**config.mk**
```make
export PLATFORM = sky130hd
export DESIGN_NAME = dram_rw_scheduler
export DESIGN_NICKNAME = d
export VERILOG_FILES = /design/src/rtl/dram_rw_scheduler.sv
export SDC_FILE = /design/constraint.sdc
export NUM_CORES = 1
export LEC_CHECK = 0
export CORE_AREA = 5 5 116 118
export DETAILED_ROUTE_END_ITERATION = 10
export DIE_AREA = 0 0 121 123
export PLACE_DENSITY_LB_ADDON = 0.08
export SLEW_MARGIN = 30
export SYNTH_ARGS = -nofsm -noshare
export SYNTH_HDL_FRONTEND = slang
export SYNTH_SLANG_ARGS = --single-unit
```
**constraint.sdc**
```tcl
create_clock -name i_clk -period 3.1 [get_ports i_clk]
set_clock_uncertainty 0.05 [all_clocks]
set_input_delay 0.62 -clock i_clk [delete_from_list [all_inputs] [get_ports i_clk]]
set_output_delay 0.62 -clock i_clk [all_outputs]
set_load 0.05 [all_outputs]
```
**src/rtl/dram_rw_scheduler.sv**
```systemverilog
`default_nettype none
// +----------------------------------------------------------------------------+
// | dram_rw_scheduler: read-priority DRAM command scheduler with watermark      |
// | write drain, starvation bounds and read-after-write hazard blocking.        |
// | Revision: 1.0                                                               |
// +----------------------------------------------------------------------------+
module dram_rw_scheduler #(
  parameter int ADDR_W    = 24,
  parameter int WQ_DEPTH  = 16,
  parameter int HI_WM     = 12,
  parameter int LO_WM     = 4,
  parameter int WR_STARVE = 64,
  parameter int RD_STARVE = 16
) (
  input  logic                      i_clk,
  input  logic                      i_rst_n,
  input  logic                      i_rd_valid,
  input  logic [ADDR_W-1:0]         i_rd_addr,
  output logic                      o_rd_ready,
  input  logic                      i_wr_push,
  input  logic                      i_wq_empty,
  input  logic [ADDR_W-1:0]         i_wq_head,
  input  logic [8*(ADDR_W+1)-1:0]   i_wq_pend,
  output logic                      o_wq_pop,
  output logic                      o_cmd_valid,
  output logic                      o_cmd_write,
  output logic [ADDR_W-1:0]         o_cmd_addr,
  input  logic                      i_cmd_ready,
  output logic [1:0]                o_state,
  output logic [$clog2(WQ_DEPTH):0] o_wr_count
);

  localparam int CNT_W  = $clog2(WQ_DEPTH) + 1;
  localparam int AGE_W  = $clog2(WR_STARVE) + 1;
  localparam int WAIT_W = $clog2(RD_STARVE) + 1;

  localparam logic [CNT_W-1:0]  c_depth    = CNT_W'(WQ_DEPTH);
  localparam logic [CNT_W-1:0]  c_hi_wm    = CNT_W'(HI_WM);
  localparam logic [CNT_W-1:0]  c_lo_wm    = CNT_W'(LO_WM);
  localparam logic [AGE_W-1:0]  c_age_max  = AGE_W'(WR_STARVE - 1);
  localparam logic [WAIT_W-1:0] c_wait_max = WAIT_W'(RD_STARVE - 1);

  typedef enum logic [1:0] {
    S_READ   = 2'b00,
    S_DRAIN  = 2'b01,
    S_HAZARD = 2'b10
  } state_t;

  state_t              r_state;
  state_t              w_next;
  logic [CNT_W-1:0]    r_wr_count;
  logic [AGE_W-1:0]    r_wr_age;
  logic [WAIT_W-1:0]   r_rd_wait;
  logic                r_cmd_valid;
  logic                r_cmd_write;
  logic [ADDR_W-1:0]   r_cmd_addr;

  logic [7:0]          w_match;
  logic                w_hazard;
  logic                w_free;
  logic                w_rd_issue;
  logic                w_wr_issue;
  logic                w_age_hit;
  logic                w_wait_hit;

  // Full-address compare of the read against each valid pending write entry
  for (genvar k = 0; k < 8; k++) begin : g_pend
    assign w_match[k] = i_wq_pend[k*(ADDR_W+1) + ADDR_W] &&
                        (i_wq_pend[k*(ADDR_W+1) +: ADDR_W] == i_rd_addr);
  end

  assign w_hazard   = i_rd_valid && (|w_match);
  assign w_free     = !r_cmd_valid || i_cmd_ready;
  assign w_age_hit  = (r_wr_age == c_age_max);
  assign w_wait_hit = (r_rd_wait == c_wait_max);

  // Handshakes are masked by reset so an asserted i_rst_n clears them immediately
  assign w_rd_issue = i_rst_n && (r_state == S_READ) && i_rd_valid && !w_hazard && w_free;
  assign w_wr_issue = i_rst_n && (r_state != S_READ) && w_free && !i_wq_empty;

  always_comb begin
    w_next = r_state;
    case (r_state)
      S_READ: begin
        if (w_hazard)                                w_next = S_HAZARD;
        else if ((r_wr_count >= c_hi_wm) || w_age_hit) w_next = S_DRAIN;
      end
      S_HAZARD: begin
        if (!w_hazard) w_next = S_READ;
      end
      S_DRAIN: begin
        if (w_hazard && w_wait_hit) w_next = S_HAZARD;
        else if ((r_wr_count <= c_lo_wm) || (r_wr_count == '0) || w_wait_hit)
          w_next = S_READ;
      end
      default: w_next = S_READ;
    endcase
  end

  always_ff @(posedge i_clk or negedge i_rst_n) begin
    if (!i_rst_n) begin
      r_state     <= S_READ;
      r_wr_count  <= '0;
      r_wr_age    <= '0;
      r_rd_wait   <= '0;
      r_cmd_valid <= 1'b0;
      r_cmd_write <= 1'b0;
      r_cmd_addr  <= '0;
    end else begin
      r_state <= w_next;

      case ({i_wr_push, w_wr_issue})
        2'b10:   if (r_wr_count != c_depth) r_wr_count <= r_wr_count + 1'b1;
        2'b01:   if (r_wr_count != '0)      r_wr_count <= r_wr_count - 1'b1;
        default: r_wr_count <= r_wr_count;
      endcase

      if ((r_state == S_READ) && (w_next == S_READ) && (r_wr_count != '0))
        r_wr_age <= r_wr_age + 1'b1;
      else
        r_wr_age <= '0;

      if ((r_state == S_DRAIN) && (w_next == S_DRAIN) && i_rd_valid)
        r_rd_wait <= r_rd_wait + 1'b1;
      else
        r_rd_wait <= '0;

      if (w_rd_issue) begin
        r_cmd_valid <= 1'b1;
        r_cmd_write <= 1'b0;
        r_cmd_addr  <= i_rd_addr;
      end else if (w_wr_issue) begin
        r_cmd_valid <= 1'b1;
        r_cmd_write <= 1'b1;
        r_cmd_addr  <= i_wq_head;
      end else if (w_free) begin
        r_cmd_valid <= 1'b0;
      end
    end
  end

  assign o_rd_ready  = w_rd_issue;
  assign o_wq_pop    = w_wr_issue;
  assign o_cmd_valid = r_cmd_valid;
  assign o_cmd_write = r_cmd_write;
  assign o_cmd_addr  = r_cmd_addr;
  assign o_state     = r_state;
  assign o_wr_count  = r_wr_count;

endmodule
`default_nettype wire
```
==> results of run 1 <==
registers in the layout, indices dropped and copies added (netlist names):
signal       flops
o_cmd_write      1
r_wr_age         7
o_cmd_addr      24
o_state          2
o_cmd_valid      1
r_rd_wait        5
o_wr_count       5
routing by layer:
layer / up-vias / share of wire [%] / global-route usage, %
met3: 78 / 8.2 / 6.95
met5: - / 0 / 0
li1: 2371 / - / -
met2: 259 / 50 / 54.4
met4: 0 / 5.6 / 15.0
met1: 2488 / 37 / 34.0
cells in the final DEF, fill, tap and decap left out, types with 11 or more instances in the layout:
| master | Yosys | layout |
|---|---|---|
| buf_4 | 12 | 62 |
| nor2_1 | 21 | 21 |
| nand3_1 | 11 | 11 |
| xnor2_1 | 197 | 182 |
| a221o_1 | 24 | 24 |
| buf_6 | 12 | 22 |
| nand4_1 | 40 | 40 |
| dlygate4sd2_1 | 0 | 23 |
| xnor2_2 | 0 | 14 |
| dfrtp_1 | 45 | 45 |
| and2_1 | 24 | 24 |
| clkdlybuf4s50_1 | 0 | 245 |
| nand2_1 | 14 | 14 |
| dlymetal6s2s_1 | 0 | 12 |
layout make-up:
type	count	share of cell area (%)
sequential	45	13.1
inverter	8	0.350
tap	172	2.51
clock buffer	5	1.46
multi-input combinational	397	38.1
clock inverter	3	0.554
timing repair buffer	380	43.8
antenna	5	0.146
power groups by stage:
| stage | combinational [µW] | clock [µW] | sequential, µW |
|---|---|---|---|
| 6_report | 2610 | 631 | 982 |
| 5_1_grt | 2730 | 660 | 1010 |
| 4_1_cts | 2590 | 638 | 980 |
| 3_5_place_dp | 2540 | 0 | 985 |
| 3_3_place_gp | 2510 | 0 | 980 |
| 2_1_floorplan | 775 | 0 | 1650 |
through the flow:
step                total power (µW)  setup slack [ps]
finish                          4220              15.6
global route                    4400             0.558
CTS                             4210              9.82
detailed placement              3520              -505
global placement                3490              -447
floorplan                       2430               436
logic make-up after synthesis:
logic type / after synthesis
mux: 1
compound gates: 44
flops: 45
fa+ha+maj: 7
buf+inv: 40
xor+xnor: 203
simple gates: 142
what timing repair did:
action / 4_1_cts / 5_1_grt
resized for setup: 82 / 26
cloned: 0 / 0
hold endpoints to repair: 0 / 0
setup buffers: 18 / 4
pin swaps: 31 / 25
endpoints found under the setup margin: 25 / 1
worst min-delay path by stage:
stage               slack (ps)       endpoint  cells after the start
floorplan                  270  o_cmd_addr[0]                      0
global placement           390    r_wr_age[0]                      1
detailed placement         400    r_wr_age[0]                      1
CTS                        410    r_wr_age[0]                      1
global route               420    r_wr_age[0]                      1
finish                     410    r_wr_age[0]                      1
==> run metrics, run 1 <==
outcome=complete, no violations; Antenna Nets Post-Route=0; wire length per cell=~23 µm; CTS Sinks=45; R2R cell count=11; Post-Synthesis Cells=between 400 and 500; drt drc=0; setup total negative slack=0 ps; Crit. End Element=primary output; register area=0.00113 mm²; Total Wirelength=approximately 24,000 µm; count of pins over their slew limit=0; drt via density=a little over 5; crit-path cells=clkdlybuf4s15_2 > buf_4 > xnor2_1 > nand4_1 > nor4_4 > a22oi_1 > and4_4 > and2_4 > buf_8; Hold Crit Start=r_wr_age[0]; Crit-path slowest cell=nor4_4; largest stage delay on the critical path=~360 ps; clock latency at the later pin of the worst-skew pair=290 ps; clock buffer depth=2; synth warn=0; Final period util=between 90% and 100%; largest family of logic cells by synthesized area=XOR/XNOR gates; ys flop type=dfrtp_1; Mapped Nets=between 700 and 800; FF-to-FF End=o_wr_count[4]; Overflow after GRT=0; sequential element share of the synthesized area=about a quarter; f_max=approximately 0.32 GHz; Placed Area=~0.0079 mm²; drt first pass iters=4; port bufs=288; area grow syn2layout=92.9%; Synth Area in XOR/XNOR=between 30% and 40%; largest net degree at the start of global routing=46; Filler Cells Inserted=975; hold_buf cts=0; switch share=about 44%; CP top delay family=simple AND/OR/NAND/NOR gates; Post-synth ARST share=between 90% and 100%; cell area after synthesis=0.00445 mm²; flops & latches, synth=45; Simple-Gate Fraction of Synth Area=17.7%; Gate power share=between 60% and 70%; area of the multi-input gates=0.00327 mm²; most common cell in the netlist=xnor2_1; Required @ worst endpoint=between 2000 and 2500 ps; Top Ports=289; Post-synth EDFFs=0; share of Yosys cell area claimed by the top area cell type=roughly two fifths; starting density of the core=a little over a third; final setup vio count=0; Worst setup SP type=primary input; ratio of cells with drive above 1 in the final layout=between 10% and 20%; Power Density=between 400 and 500 mW/mm²; Worst Hold Class=register to register; Final Non-Filler Cells=slightly above 1,000; RePlAce Congestion=just under 1; post-layout min period=3080 ps; Worst-Margin Slew=a little under 600 ps; compound-cell area share of the yosys netlist=about 8.2%; # nets final=1,098; Die Y=123 µm; Final Core Density=69.5%; Synth area leaders=xnor2_1, dfrtp_1, nand4_1, a221o_1, and2_1; vias in the first global route=~5,600; worst r2r src=o_cmd_valid; Final Instance Area=about 0.0086 mm²; Seq pwr share=a little under a quarter; WP depth=9; Max transition margin=between 60% and 70%; origin of the worst setup path=i_rd_addr[11]; Int Pwr=2360 µW; Starting DRT DRC Count=323; post-synthesis mux area share=0.225%; Leak=0.00343 µW; TritonCTS buffer count=5; WP buf/inv=3; Yosys cell types=35; Crit Path Max Fanout=4; R2R Setup Slk=between 900 and 1000 ps; Die ar.=about 0.015 mm²; Crit Path Category=primary input to primary output; Synth area leader=xnor2_1; Root Driver=clkbuf_16; global-route wire length before repair=~34,000 µm; crit path DAT=between 2000 and 2500 ps; antenna violations before repair=4; CTS tree=built; GR Util All Layers=a little under a third; max-cap viol count=0; Syn Area/Cell=~9.2 µm²; CTS H-tree lvls=2; Detail Placement HPWL=19,200 µm; Synth top cells by count=xnor2_1, dfrtp_1, nand4_1, a221o_1, and2_1; die width=roughly 120 µm; clock network fraction of total power=approximately 15%; Hold Slack=405 ps; worst vdd ir=around 570 µV; Setup crit end=o_rd_ready; Core ar.=0.0124 mm²; unrepaired setup endpoints after global routing=false; row count=41; post-synthesis adder-cell area fraction=2.14%; switching power=between 1500 and 2000 µW; placed cells=just under 1,000; Worst-path clk slew=60 ps; vias post-DR=between 5,000 and 6,000; final hold violation count=0
Power figures use the tool's default switching activity.
==> run 2, diff against run 1 <==
--- a/config.mk
+++ b/config.mk
@@ -9,6 +9,7 @@
 export DETAILED_ROUTE_END_ITERATION = 10
 export DIE_AREA = 0 0 121 123
 export PLACE_DENSITY_LB_ADDON = 0.08
+export RECOVER_POWER = 100
 export SLEW_MARGIN = 30
 export SYNTH_ARGS = -nofsm -noshare
 export SYNTH_HDL_FRONTEND = slang
==> run metrics, run 2 (synthesis gave the netlist of run 1 again) <==
vias in the first global route=5,592 (unchanged); Worst-path clk slew=60 ps (about the same); CTS Sinks=45 (unchanged); Overflow after GRT=0 (unchanged); global-route wire length before repair=33,600 µm (unchanged); vias post-DR=5,202 (+0.12%); drt first pass iters=4 (unchanged); f_max=0.325 GHz (+0.37%); CTS tree=built; Filler Cells Inserted=983 (+0.82%); wire length per cell=23.4 µm (-0.11%); Root Driver=clkbuf_16; Power Density=481 mW/mm² (-2.0%); Required @ worst endpoint=2430 ps (about the same); worst vdd ir=552 µV (-4.0%); max-cap viol count=0 (unchanged); outcome=complete, no violations; row count=41 (unchanged); Max transition margin=24.0% (-36 points); Crit-path slowest cell=nor4_4; Final Instance Area=0.00856 mm² (-0.34%); TritonCTS buffer count=5 (unchanged); setup total negative slack=0 ps (unchanged); crit path DAT=2400 ps (about the same); commonest cells after routing, fill and taps aside=clkdlybuf4s50_1, xnor2_1, buf_4; Worst-Margin Slew=1140 ps (+544 ps); Total Wirelength=23,800 µm (-0.11%); Antenna Nets Post-Route=0 (unchanged); count of pins over their slew limit=0 (unchanged); Worst setup SP type=primary input; Detail Placement HPWL=19,200 µm (unchanged); clock buffer depth=2 (unchanged); die width=121 µm (unchanged); Leak=0.00345 µW (+0.60%); hold_buf cts=0 (unchanged); GR Util All Layers=30.4% (unchanged); Starting DRT DRC Count=315 (-2.5%); Crit Path Category=primary input to primary output; Die ar.=0.0149 mm² (unchanged); Top Ports=289 (unchanged); drt via density=5.13 (+0.12%); Final Core Density=69.2% (-0.23 points); crit-path cells=clkdlybuf4s15_2 > buf_4 > xnor2_1 > nand4_1 > nor4_4 > a22oi_1 > and4_4 > and2_4 > buf_8; largest net degree at the start of global routing=46 (unchanged); area of the multi-input gates=0.00326 mm² (-0.27%); Final period util=99.1% (-0.37 points); Die Y=123 µm (unchanged); Crit. End Element=primary output; ratio of cells with drive above 1 in the final layout=15.8% (-0.72 points); post-layout min period=3070 ps (-11.4 ps); final setup vio count=0 (unchanged); CTS H-tree lvls=2 (unchanged); Crit Path Max Fanout=4 (unchanged); Power, Total=4120 µW (-2.3%); drt drc=0 (unchanged); register area=0.00113 mm² (unchanged); area grow syn2layout=92.3%; Core ar.=0.0124 mm² (unchanged); final hold violation count=0 (unchanged); # nets final=1,098 (unchanged); largest stage delay on the critical path=350 ps (about the same); Placed Area=0.00795 mm² (unchanged); antenna violations before repair=4 (unchanged); RePlAce Congestion=0.988 (unchanged); Worst Hold Class=register to register; most common cell after layout, fill and taps aside=clkdlybuf4s50_1; unrepaired setup endpoints after global routing=false; max FFs per register=24 (unchanged); clock latency at the later pin of the worst-skew pair=290 ps (about the same); port bufs=288 (unchanged); starting density of the core=36.0% (unchanged)
run 2: cell types whose count changed in the layout (fill, tap and decap cells not counted), sizes merged:
cell and delta:
clkdlybuf4s50 -33, dlygate4sd3 +33, buf -7, clkbuf +7
run 2: path summary, 6_finish.rpt:
kind / slack, ps / to / depth (start not counted) / from
setup / recovery: 30 / o_rd_ready / 9 / i_rd_addr[11]
min in group asynchronous: 720 / r_rd_wait[1] / 2 / i_rst_n
hold / removal: 410 / r_wr_age[0] / 1 / r_wr_age[0]
setup reg to reg: 820 / o_wr_count[4] / 11 / o_cmd_valid
hold reg to reg: 410 / r_wr_age[0] / 1 / r_wr_age[0]
max in group asynchronous: 1580 / o_cmd_valid / 2 / i_rst_n
run 2: power by group:
| group | internal (µW) | total (µW) | switching, µW | leakage, µW |
|---|---|---|---|---|
| registers | 806 | 973 | 167 | 0.000571 |
| clock network | 386 | 628 | 242 | 0.0000848 |
| logic | 1090 | 2520 | 1430 | 0.00279 |
| total | 2280 | 4120 | 1840 | 0.00345 |
run 2: per-stage QoR:
| stage | hold WS [ps] | setup slack, ps | std cells |
|---|---|---|---|
| floorplan | 274 | 436 | 482 |
| detailed placement | 397 | -505 | 985 |
| CTS | 406 | 9.82 | 1007 |
| finish | 409 | 27.0 | 1015 |
| global placement | 386 | -447 | 985 |
| global route | 426 | 1.81 | 1014 |
run 2: worst max-delay path, delay by kind of cell:
kind,cells,cell delay (ps)
AOI/OAI and AO/OA,1,110
and+or+nand+nor,4,890
buffers and inverters,3,610
xor gates and xnor gates,1,160
run 2: area by class of cell:
type	instances	area share (%)
Multi-Input combinational cell	397	38.1
Clock buffer	5	1.46
Antenna cell	5	0.146
Clock inverter	3	0.555
Sequential cell	45	13.2
Inverter	8	0.351
Timing Repair Buffer	380	43.7
Tap cell	172	2.51
run 2: repair_timing:
action / 4_1_cts / 5_1_grt
setup buffers: 18 / 4
pin swaps: 31 / 25
endpoints found under the setup margin: 25 / 1
cloned: 0 / 0
resized for setup: 82 / 26
run 2: metal layers:
| layer | routed length [µm] | vias to the layer above | global-route usage (%) |
|---|---|---|---|
| li1 | - | 2372 | - |
| met1 | 8640 | 2495 | 34.0 |
| met2 | 11800 | 254 | 54.4 |
| met3 | 1940 | 81 | 6.95 |
| met4 | 1350 | 0 | 15.0 |
| met5 | 0 | - | 0 |
